--- config.mk ---
export PLATFORM = sky130hd
export DESIGN_NAME = ioctl_tx
export DESIGN_NICKNAME = d
export VERILOG_FILES = /design/src/rtl/ioctl_tx.sv
export SDC_FILE = /design/constraint.sdc
export NUM_CORES = 1
export LEC_CHECK = 0
export CAP_MARGIN = 25
export CORE_MARGIN = 1
export CORE_UTILIZATION = 45
export CTS_BUF_LIST = sky130_fd_sc_hd__clkbuf_8
export DETAILED_ROUTE_END_ITERATION = 7
export DONT_BUFFER_PORTS = 1
export GPL_ROUTABILITY_DRIVEN = 0
export PLACE_DENSITY_LB_ADDON = 0.1
export RECOVER_POWER = 25
export SETUP_SLACK_MARGIN = 0.2
export SKIP_LAST_GASP = 1
export SYNTH_ARGS = -nofsm -noshare
export SYNTH_HDL_FRONTEND = slang
export SYNTH_SLANG_ARGS = --single-unit
--- constraint.sdc ---
create_clock -name clk_sys -period 4.2 [get_ports clk_sys]
set_input_delay 0.42 -clock clk_sys [delete_from_list [all_inputs] [get_ports clk_sys]]
set_output_delay 0.42 -clock clk_sys [all_outputs]
set_load 0.1 [all_outputs]
--- src/rtl/ioctl_tx.sv ---
// ioctl_tx: replays a valid/ready byte stream as an ioctl download session.
// Build macro IOCTL_TX_CHECKSUM_EN adds a mod-256 running checksum of the written bytes.
module ioctl_tx #(
    parameter int ADDR_W = 25,
    parameter int WR_GAP = 3,
    parameter int TAIL   = 4
) (
    input  logic              clk_sys,
    input  logic              reset,
    input  logic              start,
    input  logic [7:0]        start_index,
    input  logic [ADDR_W-1:0] start_len,
    input  logic              abort,
    output logic              busy,
    output logic              done,
    output logic              aborted,
    input  logic [7:0]        src_data,
    input  logic              src_valid,
    output logic              src_ready,
    output logic              ioctl_download,
    output logic [7:0]        ioctl_index,
    output logic              ioctl_wr,
    output logic [ADDR_W-1:0] ioctl_addr,
    output logic [7:0]        ioctl_dout,
    output logic [7:0]        checksum
);
    typedef enum logic [2:0] {
        ST_IDLE     = 3'd0,
        ST_SETUP    = 3'd1,
        ST_WAIT_SRC = 3'd2,
        ST_WRITE    = 3'd3,
        ST_GAP      = 3'd4,
        ST_TAIL     = 3'd5
    } state_t;

    localparam logic [3:0] GAP_LOAD  = 4'(WR_GAP - 1);
    localparam logic [3:0] TAIL_LOAD = 4'(TAIL);
    localparam bit         HAS_GAP   = (WR_GAP > 1);

    state_t            state_r, state_next_s;
    logic [ADDR_W-1:0] len_r, len_next_s;
    logic [ADDR_W-1:0] count_r, count_next_s;
    logic [ADDR_W-1:0] addr_r, addr_next_s;
    logic [3:0]        timer_r, timer_next_s;
    logic              abort_flag_r, abort_flag_next_s;
    logic [7:0]        index_r, index_next_s;
    logic [7:0]        dout_r, dout_next_s;
    logic              wr_r, wr_next_s;
    logic              done_r, done_next_s;
    logic              aborted_r, aborted_next_s;
    logic              busy_r;
    logic              src_ready_r;
    logic              accept_s;

    // The only combinational output path: a simultaneous abort must refuse the byte.
    assign src_ready = src_ready_r & ~abort;
    assign accept_s  = src_valid & src_ready;

    // Next-state and next-output decode.
    always_comb begin
        state_next_s      = state_r;
        len_next_s        = len_r;
        count_next_s      = count_r;
        addr_next_s       = addr_r;
        timer_next_s      = timer_r;
        abort_flag_next_s = abort_flag_r;
        index_next_s      = index_r;
        dout_next_s       = dout_r;
        wr_next_s         = 1'b0;
        done_next_s       = 1'b0;
        aborted_next_s    = 1'b0;
        case (state_r)
            ST_IDLE: begin
                if (start && (start_len != '0)) begin
                    index_next_s      = start_index;
                    len_next_s        = start_len;
                    count_next_s      = '0;
                    abort_flag_next_s = 1'b0;
                    state_next_s      = ST_SETUP;
                end else if (start) begin
                    done_next_s = 1'b1;
                end else begin
                    state_next_s = ST_IDLE;
                end
            end
            ST_SETUP: begin
                if (abort) begin
                    abort_flag_next_s = 1'b1;
                    timer_next_s      = TAIL_LOAD;
                    state_next_s      = ST_TAIL;
                end else begin
                    state_next_s = ST_WAIT_SRC;
                end
            end
            ST_WAIT_SRC: begin
                if (abort) begin
                    abort_flag_next_s = 1'b1;
                    timer_next_s      = TAIL_LOAD;
                    state_next_s      = ST_TAIL;
                end else if (accept_s) begin
                    dout_next_s  = src_data;
                    addr_next_s  = count_r;
                    wr_next_s    = 1'b1;
                    count_next_s = count_r + ADDR_W'(1);
                    state_next_s = ST_WRITE;
                end else begin
                    state_next_s = ST_WAIT_SRC;
                end
            end
            ST_WRITE: begin
                // count_r already includes the byte being written
                if (abort || (count_r == len_r)) begin
                    abort_flag_next_s = abort_flag_r | abort;
                    timer_next_s      = TAIL_LOAD;
                    state_next_s      = ST_TAIL;
                end else if (HAS_GAP) begin
                    timer_next_s = GAP_LOAD;
                    state_next_s = ST_GAP;
                end else begin
                    state_next_s = ST_WAIT_SRC;
                end
            end
            ST_GAP: begin
                if (abort) begin
                    abort_flag_next_s = 1'b1;
                    timer_next_s      = TAIL_LOAD;
                    state_next_s      = ST_TAIL;
                end else if (timer_r == 4'd1) begin
                    state_next_s = ST_WAIT_SRC;
                end else begin
                    timer_next_s = timer_r - 4'd1;
                end
            end
            ST_TAIL: begin
                if (timer_r == 4'd1) begin
                    done_next_s    = 1'b1;
                    aborted_next_s = abort_flag_r;
                    state_next_s   = ST_IDLE;
                end else begin
                    timer_next_s = timer_r - 4'd1;
                end
            end
            default: begin
                state_next_s = ST_IDLE;
            end
        endcase
    end

    // State and registered outputs.
    always_ff @(posedge clk_sys or posedge reset) begin
        if (reset) begin
            state_r      <= ST_IDLE;
            len_r        <= '0;
            count_r      <= '0;
            addr_r       <= '0;
            timer_r      <= 4'd0;
            abort_flag_r <= 1'b0;
            index_r      <= 8'h00;
            dout_r       <= 8'h00;
            wr_r         <= 1'b0;
            done_r       <= 1'b0;
            aborted_r    <= 1'b0;
            busy_r       <= 1'b0;
            src_ready_r  <= 1'b0;
        end else begin
            state_r      <= state_next_s;
            len_r        <= len_next_s;
            count_r      <= count_next_s;
            addr_r       <= addr_next_s;
            timer_r      <= timer_next_s;
            abort_flag_r <= abort_flag_next_s;
            index_r      <= index_next_s;
            dout_r       <= dout_next_s;
            wr_r         <= wr_next_s;
            done_r       <= done_next_s;
            aborted_r    <= aborted_next_s;
            busy_r       <= (state_next_s != ST_IDLE);
            src_ready_r  <= (state_next_s == ST_WAIT_SRC);
        end
    end

    assign busy           = busy_r;
    assign ioctl_download = busy_r;
    assign done           = done_r;
    assign aborted        = aborted_r;
    assign ioctl_index    = index_r;
    assign ioctl_wr       = wr_r;
    assign ioctl_addr     = addr_r;
    assign ioctl_dout     = dout_r;

`ifdef IOCTL_TX_CHECKSUM_EN
    function automatic logic [7:0] sum8(input logic [7:0] acc, input logic [7:0] b);
        return acc + b;
    endfunction

    logic [7:0] checksum_r;

    // Session checksum: cleared entering SETUP, accumulates the byte of each WRITE.
    always_ff @(posedge clk_sys or posedge reset) begin
        if (reset) begin
            checksum_r <= 8'h00;
        end else if ((state_r == ST_IDLE) && (state_next_s == ST_SETUP)) begin
            checksum_r <= 8'h00;
        end else if (state_r == ST_WRITE) begin
            checksum_r <= sum8(checksum_r, dout_r);
        end else begin
            checksum_r <= checksum_r;
        end
    end

    assign checksum = checksum_r;
`else
    assign checksum = 8'h00;
`endif

endmodule

# [Word-level counts from Yosys, hierarchy flattened]
# Cells that the tools add are included.
[word_totals] ff_bits=104 latchBits=0 ram_bits=0 rom_bits=0 inputBits=46 output_inout_bits=55 word_cells=80 n_memories=0
[classes] n_addsub=2 mul=0 div=0 order_cmp=0 eq_ne=14 shifts=0 mux=32 bitwise=4 reduce_logical=15
[ops] op="two-way mux 25 bit" count=3
[ops] op="case mux 25 bit (2 select lines)" count=1
[ops] op="adder 25 x 1 -> 25 bit (second input constant)" count=1
[ops] op="== test 25 bit" count=1
[ops] op="nonzero test 25 bit" count=1
[ops] op="two-way mux 3 bit" count=8
[ops] op="case mux 3 bit (6 select lines)" count=1
[ops] op="case mux 4 bit (4 select lines)" count=1
[ops] op="two-way mux 1 bit" count=13
[ops] op="two-way mux 4 bit" count=3
[ops] op="== test 3 x 2 -> 1 bit (second input constant)" count=3
[ops] op="!= test 2 bit (second input constant)" count=4
[ops] op="AND reduction 4 bit" count=2
[ops] op="== test 3 bit (second input constant)" count=2
[ops] op="nonzero test 3 bit" count=2
[ops] op="== test 4 x 1 -> 1 bit (second input constant)" count=1
[ops] op="!= test 2 x 1 -> 1 bit (second input constant)" count=2
[ops] op="AND reduction 2 bit" count=2
[ops] op="nonzero test 4 bit" count=1
[ops] op="subtractor 4 x 1 -> 4 bit (second input constant)" count=1
[ops] op="== test 3 x 1 -> 1 bit (second input constant)" count=1
[ops] op="zero test 3 bit" count=1
[ops] op="case mux 1 bit (3 select lines)" count=1
[ops] op="AND reduction 3 bit" count=1
[ops] op="9 further kinds" count=10

# [Longest topological paths before layout]
# Gate-level depths: netlist of run 1.
[logic_depth] depth_word=7 depth_mapped=8 depth_no_buf=7

# [Worst setup path after synthesis of run 1]
# OpenSTA, ideal clock, no wires.
[synth_timing] kind="input to output" from="input port abort" to="output port src_ready" arrival_ns=1.956 required_time_ns=3.780 path_slack_ns=1.824 stages=2 n_path_buf=1 cell_sequence="clkbuf_1 -> nor2b_1"
[synth_via] elab_chain_len=2
[synth_rtl] element="from (decl)" line="13" text="input logic abort,"
[synth_rtl] element="inverter 1 bit (no source line)"
[synth_rtl] element="bitwise AND 1 bit" line="56" text="assign src_ready = src_ready_r & ~abort;"
[synth_rtl] element="to (decl)" line="19" text="output logic src_ready,"
# Every way passes these cells.

==> impl_metrics.tcl, run 1 <==
set metrics [dict create \
    outcome "complete, but fails checks" \
    violations "capacitance limit, slew limit" \
    combPwrFrac_pct 22.4 \
    power.internal_w 0.00190 \
    switching_share_pct 44.1 \
    grt_setup_unrepaired "no" \
    fin_nets 517 \
    period_share_pct 65.4 \
    final_common_cell "nand2_1" \
    switchingPower_w 0.00150 \
    finalHoldViolations 0 \
    setup_viol 0 \
    p_total_w 0.00341 \
    rows 37 \
    cp_slowest_stage_delay_ps 1300 \
    clk_pin_slew_ps 90 \
    grt.total_usage_pct 20.5 \
    yosysSeqAreaShare_pct 52.9 \
    syn-cell-area_mm2 0.00492 \
    cpMaxStageDelayCell "clkbuf_2" \
    htreeDepth 3 \
    grt_first_pass_wirelength_mm 17.8 \
    cts_tree "built" \
    drv_slew 66 \
    areaGrowthSynthToFinish_pct 5.37 \
    vias 3286 \
    ctsResizeCount 0 \
    fp.dieW_um 107 \
    hpwl_mm 7.59 \
    clkPwrFrac_pct 18.6 \
    worstPathMaxFanout 65 \
    coreArea_mm2 0.0105 \
    n_fill_cell 992 \
    clock.fmax_mhz 364 \
    min_path_cells 1 \
    wl_mm 10.6 \
    port_buffers 0 \
    die_area_mm2 0.0113 \
    cts_setup_buffers 0 \
    holdBufCountCts 1 \
    cp.required_ps 4750 \
    vias_per_cell 5.40 \
    p_leak_nw 2.29 \
    root_buffer "clkbuf_8" \
    ios 101 \
    seqPwrFrac_pct 59.0 \
    hold_path.class "in2reg" \
    layout_common_cells "nand2_1 (112), dfrtp_1 (103), xnor2_1 (38)" \
    criticalPathCategory "in2async" \
    yosysWarnings 0 \
    finClkSkew_ps 7.43 \
    maxCapViolCount 1 \
    grt-ovfl-total 0 \
    synthCells 476 \
    worstPathCellList "dlygate4sd3_1 -> clkinvlp_2 -> clkbuf_2 -> buf_4" \
    drive_gt1_share_pct 15.6 \
    cts_buffers 9 \
    die_y_um 107 \
    tns_ps 0 \
    clk_latency_ps 380 \
    worst_pin_slew_ps 1630 \
    ir_drop_mv 0.401 \
    antennaDiodeCount 0 \
    start_kind "primary input" \
    powerDensity_mw_per_mm2 658 \
    end_kind "async pin" \
    drtPass1Iterations 4 \
    r2r_cells 4 \
    arrival_ps 3300 \
    wire_per_inst_um 17.5 \
    antenna_found_initial 0 \
    clock_tree.buffer_depth 2 \
    grt_pass1_vias 3368 \
    drtAntennaViolNets 0 \
    fin_crit_ps 2750 \
    synthDistinctLibCells 50 \
    slew-limit-headroom_pct -8.78 \
    ys_ff_latch 104 \
    initial_core_util_pct 47.0 \
    syn_avg_cell_area_um2 10.3 \
    drc 0 \
    grt_max_degree 66 \
    cts_sinks 104 \
    drt_iter0_drc 108 \
]
[stage by stage]
stage	hold WS, ps	worst slack [ps]	utilization (%)	instances	cell area [µm²]
2_1_floorplan	483	1050	-	483	4940
3_3_place_gp	501	1790	47.5	591	4970
3_5_place_dp	260	1720	47.8	592	5000
4_1_cts	77.4	1710	49.7	609	5200
5_1_grt	77.4	959	49.5	609	5180
6_report	104	1450	49.5	609	5180
[cell families (layout without fill, tap and decap cells)]
logic type,Yosys count,after routing,synth area share [%]
AOI/OAI and AO/OA,43,43,5.29
xor gates and xnor gates,41,41,7.30
adders and majority gates,3,3,0.763
buffers and inverters,41,31,4.38
DFF,104,104,52.9
muxes,36,36,8.19
other,1,8,0.0763
and+or+nand+nor,207,207,21.1
[synth_stat cells, drive strengths merged]
library cell	number	area, µm²
buf	26	159
or4	1	7.51
nand2	112	420
nand4	11	96.3
nor3	8	40.0
and4bb	1	12.5
nand3	8	40.0
o2111a	1	11.3
a211oi	3	27.5
xnor2	38	333
mux2i	2	20.0
ha	3	37.5
o22a	1	8.76
nor2b	4	27.5
and4	4	37.5
o2bb2ai	1	8.76
o211ai	1	7.51
and2	2	12.5
dfrtp	104	2600
nand2b	2	12.5
o21ai	15	75.1
a21oi	14	70.1
and3	1	6.26
o21a	1	7.51
or3	8	50.1
xor2	3	26.3
nor2	26	105
o22ai	1	6.26
a211o	1	8.76
a32oi	1	8.76
conb	1	3.75
nor4	15	131
mux2	34	383
a31oi	2	12.5
or3b	1	8.76
a21o	1	7.51
nor3b	3	27.5
clkbuf	6	22.5
inv	9	33.8
[power by group through the flow]
stage / Combinational (W) / Sequential [W] / Clock (W)
final: 0.000762 / 0.00201 / 0.000635
after global routing: 0.000853 / 0.00204 / 0.000697
after CTS: 0.000773 / 0.00201 / 0.000661
after detailed placement: 0.000769 / 0.00204 / 0
after global placement: 0.000745 / 0.00203 / 0
after floorplan: 0.000743 / 0.00191 / 0
[layer usage]
metal | global-route usage (%) | up-vias | part of all wire [%]
met4 | 9.30 | 0 | 1.7
met1 | 26.7 | 1627 | 45
met5 | 0 | - | 0
met2 | 33.2 | 71 | 50
li1 | - | 1573 | -
met3 | 3.86 | 15 | 3.6
[worst paths after layout]
path                                 start              to  slack (ps)
worst max-delay path                 reset  ioctl_addr[17]        1450
worst min-delay path                 abort      state_r[1]         100
worst max register to register  state_r[0]        len_r[7]        1700
worst min register to register  timer_r[1]      timer_r[1]         530
max in group clk_sys            state_r[0]        len_r[7]        1700
min in group asynchronous            reset      timer_r[3]         600
[registers in the layout (all words and copies together) (netlist names), 3 cells and up]
register	flops
count_r	25
ioctl_addr	25
ioctl_dout	8
state_r	3
timer_r	4
ioctl_index	8
len_r	25
[area by class of cell]
class	count	area [µm²]	share of cell area (%)
Sequential cell	104	2600	50.3
Multi-Input combinational cell	338	2130	41.1
Tap cell	136	170	3.28
Clock buffer	10	138	2.66
Clock inverter	6	60.1	1.16
Timing Repair Buffer	6	45.0	0.869
Inverter	9	35.0	0.676
[critical path, delay by kind of cell]
family	cells	cell delay [ps]
buffers and inverters	4	2840
Note: power is estimated with default switching activity, not from simulation.
==> run 2: changes to the inputs <==
==> constraint.sdc (replaced) <==
create_clock -name clk_sys -period 2.6 [get_ports clk_sys]
set_input_delay 0.26 -clock clk_sys [delete_from_list [all_inputs] [get_ports clk_sys]]
set_output_delay 0.26 -clock clk_sys [all_outputs]
set_load 0.1 [all_outputs]
==> impl_metrics.tcl, run 2 (same netlist as run 1, synthesis figures left out) <==
set metrics [dict create \
    arrival_ps 2380 \
    n_fill_cell 1006 \
    slew-limit-headroom_pct 37.8 \
    areaGrowthSynthToFinish_pct 8.27 \
    grt_max_degree 58 \
    drtPass1Iterations 5 \
    power.internal_w 0.00312 \
    regToRegSetupSlack_ps 480 \
    p_total_w 0.00558 \
    hold_path.class "in2reg" \
    maxCapViolCount 0 \
    switching_share_pct 44.1 \
    initial_core_util_pct 47.0 \
    grt_first_pass_wirelength_mm 17.9 \
    drtAntennaViolNets 0 \
    antennaDiodeCount 0 \
    cp.required_ps 2860 \
    drc 0 \
    cts_buffers 9 \
    p_leak_nw 2.34 \
    die_y_um 107 \
    final_area_mm2 0.00532 \
    fin_crit_ps 2120 \
    grt-ovfl-total 0 \
    worstPathMaxFanout 14 \
    port_buffers 0 \
    cts_setup_buffers 0 \
    coreArea_mm2 0.0105 \
    tns_ps 0 \
    worst_pin_slew_ps 935 \
    wire_per_inst_um 17.4 \
    powerDensity_mw_per_mm2 1050 \
    drive_gt1_share_pct 15.9 \
    root_buffer "clkbuf_8" \
    cts_sinks 104 \
    end_kind "register" \
    htreeDepth 3 \
    r2r_cells 5 \
    fin_nets 527 \
    antenna_found_initial 0 \
    grt_pass1_vias 3326 \
    finClkSkew_ps 12.2 \
    drt_iter0_drc 93 \
    period_share_pct 81.5 \
    drv_slew 0 \
    wl_mm 10.8 \
    seqPwrFrac_pct 58.4 \
    setup_viol 0 \
    min_path_cells 2 \
    vias_per_cell 5.36 \
    clock.fmax_mhz 472 \
    layout_common_cells "nand2_1 (112), dfrtp_1 (103), xnor2_1 (38)" \
    finalHoldViolations 0 \
    final_common_cell "nand2_1" \
    combPwrFrac_pct 22.8 \
    cts_tree "built" \
    grt.total_usage_pct 20.5 \
    switchingPower_w 0.00246 \
    outcome "complete, no violations" \
    grt_setup_unrepaired "no" \
    rows 37 \
    post_dp_cell_area_mm2 0.00503 \
    hpwl_mm 7.75 \
    fp.dieW_um 107 \
    ir_drop_mv 0.566 \
    clkPwrFrac_pct 18.8 \
    vias 3317 \
    clock_tree.buffer_depth 2 \
    clk_pin_slew_ps 100 \
    clk_latency_ps 380 \
    die_area_mm2 0.0113 \
    criticalPathCategory "reg2reg" \
    start_kind "register" \
    ios 101 \
]
## run 2: path summary, 6_finish.rpt
check | startpoint | end
hold / removal | src_data[7] | ioctl_dout[7]
max in group asynchronous | reset | busy
min in group asynchronous | reset | ioctl_index[3]
setup / recovery | state_r[1] | count_r[21]
hold reg to reg | len_r[18] | len_r[18]
setup reg to reg | state_r[1] | count_r[21]
## run 2: routing by layer
layer / vias to the layer above / share of wire, % / track usage (%)
li1: 1593 / - / -
met5: - / 0 / 0
met2: 55 / 49 / 32.7
met3: 19 / 3.4 / 4.05
met1: 1650 / 46 / 27.5
met4: 0 / 1.8 / 8.02
## run 2: what timing repair did
action                    in CTS  in global routing
hold endpoints to repair      22                  0
hold buffers                   9                  0
resized for setup              0                  0
## run 2: worst max-delay path: stages, from the launching register on
cell,delay [ps]
dfrtp_1,580
nor2b_2,360
nand4_2,390
nor4_1,460
xnor2_1,170
nor2_1,60
## run 2: metrics by stage
stage	utilization (%)	hold WS, ps	worst slack [ps]	std cells
after CTS	50.9	0.196	492	619
final	50.9	8.74	482	619
after detailed placement	48.1	140	514	594
after global placement	48.1	137	594	594
after global routing	50.9	0.718	360	619
after floorplan	-	365	544	483
## run 2: cell type report
class | count | area [µm²] | share of cell area (%)
clock buffers | 10 | 138 | 2.59
repair buffers | 16 | 180 | 3.38
well taps | 136 | 170 | 3.20
multi-input cells | 338 | 2130 | 40.0
inverters | 9 | 35.0 | 0.658
flip-flops and latches | 104 | 2600 | 48.9
clock inverters | 6 | 67.6 | 1.27
## run 2: power by group through the flow
stage / Clock, W / Combinational, W / Sequential (W)
floorplan: 0 / 0.00120 / 0.00308
global placement: 0 / 0.00124 / 0.00329
detailed placement: 0 / 0.00127 / 0.00330
CTS: 0.00108 / 0.00129 / 0.00326
global route: 0.00115 / 0.00141 / 0.00331
finish: 0.00105 / 0.00127 / 0.00326
==> run 3: changes to the inputs <==
==> constraint.sdc (replaced) <==
create_clock -name clk_sys -period 1.7 [get_ports clk_sys]
set_input_delay 0.17 -clock clk_sys [delete_from_list [all_inputs] [get_ports clk_sys]]
set_output_delay 0.17 -clock clk_sys [all_outputs]
set_load 0.1 [all_outputs]
==> impl_metrics.tcl, run 3 (same netlist as run 1, synthesis figures left out) <==
set metrics [dict create \
    outcome "complete, but fails checks" \
    violations "setup timing" \
    fp.dieW_um 107 \
    root_buffer "clkbuf_8" \
    antennaDiodeCount 0 \
    finalWorstSetupSlack_ps -130 \
    period_share_pct 108 \
    clock_tree.buffer_depth 2 \
    cpMaxStageDelayCell "or4_1" \
    drt_iter0_drc 258 \
    fin_nets 698 \
    coreArea_mm2 0.0105 \
    clk_pin_slew_ps 100 \
    port_buffers 0 \
    setup_viol 47 \
    start_kind "register" \
    hold_path_end "state_r[0]" \
    wl_mm 14.7 \
    fin_crit_ps 1830 \
    final_common_cell "nand2_1" \
    final_area_mm2 0.00756 \
    grt-ovfl-total 0 \
    ios 101 \
    p_total_w 0.0111 \
    grt_first_pass_wirelength_mm 22.6 \
    areaGrowthSynthToFinish_pct 53.8 \
    drtPass1Iterations 4 \
    post_dp_cell_area_mm2 0.00569 \
    drc 0 \
    vias 4221 \
    criticalPathCategory "reg2reg" \
    rows 37 \
    p_leak_nw 3.64 \
    cts_sinks 104 \
    cp.required_ps 1950 \
    cts_buffers 9 \
    r2r_end "busy" \
    htreeDepth 3 \
    initial_core_util_pct 47.0 \
    n_fill_cell 749 \
    holdCritStartpoint "abort" \
    grt_max_degree 105 \
    grt_setup_unrepaired "yes" \
    end_kind "register" \
    critical_path_buf_inv_count 1 \
    r2r_cells 6 \
    drive_gt1_share_pct 40.4 \
    ir_drop_mv 1.09 \
    die_y_um 107 \
    cts_tree "built" \
    vias_per_cell 5.34 \
    regToRegSetupSlack_ps -130 \
    finalHoldViolations 0 \
    wire_per_inst_um 18.6 \
    cp_slowest_stage_delay_ps 480 \
    die_area_mm2 0.0113 \
    r2r_start "timer_r[1]" \
    hpwl_mm 7.89 \
    slew-limit-headroom_pct 36.4 \
    grt_pass1_vias 4421 \
    worstPathMaxFanout 4 \
    antenna_found_initial 0 \
    maxCapViolCount 0 \
    cp_top_family "simple AND/OR/NAND/NOR gates" \
    drtAntennaViolNets 0 \
    arrival_ps 2080 \
    min_path_cells 2 \
    drv_slew 0 \
    hold_slack_ps 4.90 \
    worst_pin_slew_ps 954 \
    dp_slack_ps -99.9 \
    powerDensity_mw_per_mm2 1460 \
    layout_common_cells "nand2_1 (110), buf_4 (103), dfrtp_1 (101)" \
    finClkSkew_ps 11.9 \
    clk_latency_ps 380 \
    clock.fmax_mhz 546 \
    grt.total_usage_pct 26.3 \
    hold_path.class "in2reg" \
    worstPathCellList "inv_2 -> ha_4 -> or3b_4 -> o21ai_2 -> o21ai_1 -> or4_1" \
    tns_ps -2100 \
]
run 3: layer usage:
layer | routed length, µm | vias to the layer above | global-route usage, %
met1 | 6080 | 2092 | 33.9
met4 | 414 | 0 | 10.9
met5 | 0 | - | 0
met3 | 700 | 34 | 4.60
met2 | 7470 | 142 | 43.8
li1 | - | 1953 | -
run 3: timing repair:
action | in CTS | in global routing
setup endpoints to repair | 95 | 100
hold buffers | 43 | 0
setup buffers | 32 | 15
pin swaps | 29 | 17
gates resized for setup | 90 | 61
endpoints found under the hold margin | 148 | 0
gates cloned | 9 | 0
run 3: worst max path at each step:
stage,from,end,slack (ps),cells after the start
final,timer_r[1],busy,-130,6
after global routing,timer_r[1],src_ready_r,-220,6
after CTS,timer_r[1],busy,-100,6
after detailed placement,timer_r[1],src_ready_r,-100,6
after global placement,start_len[11],busy,-90,4
after floorplan,timer_r[1],src_ready_r,-2,6
run 3: worst register-to-register path, stage by stage, from the launching register on:
cell and delay (ps):
dfrtp_1 410, inv_2 80, ha_4 130, or3b_4 390, o21ai_2 130, o21ai_1 80
or4_1 480
run 3: layout make-up:
type	count	area (µm²)	share of cell area (%)
Tap cell	136	170	2.25
Multi-Input combinational cell	339	2640	34.9
Clock inverter	6	60.1	0.794
Timing Repair Buffer	186	1910	25.2
Inverter	9	40.0	0.530
Sequential cell	104	2610	34.5
Clock buffer	10	138	1.82
run 3: per-stage QoR:
stage / utilization (%) / cells
3_3_place_gp: 54.3 / 675
3_5_place_dp: 54.3 / 675
2_1_floorplan: - / 483
4_1_cts: 68.8 / 775
5_1_grt: 72.3 / 790
6_report: 72.3 / 790
run 3: power breakdown:
group / switching (W) / internal [W]
sequential: 0.000533 / 0.00306
combinational: 0.00316 / 0.00272
clock: 0.000870 / 0.000714
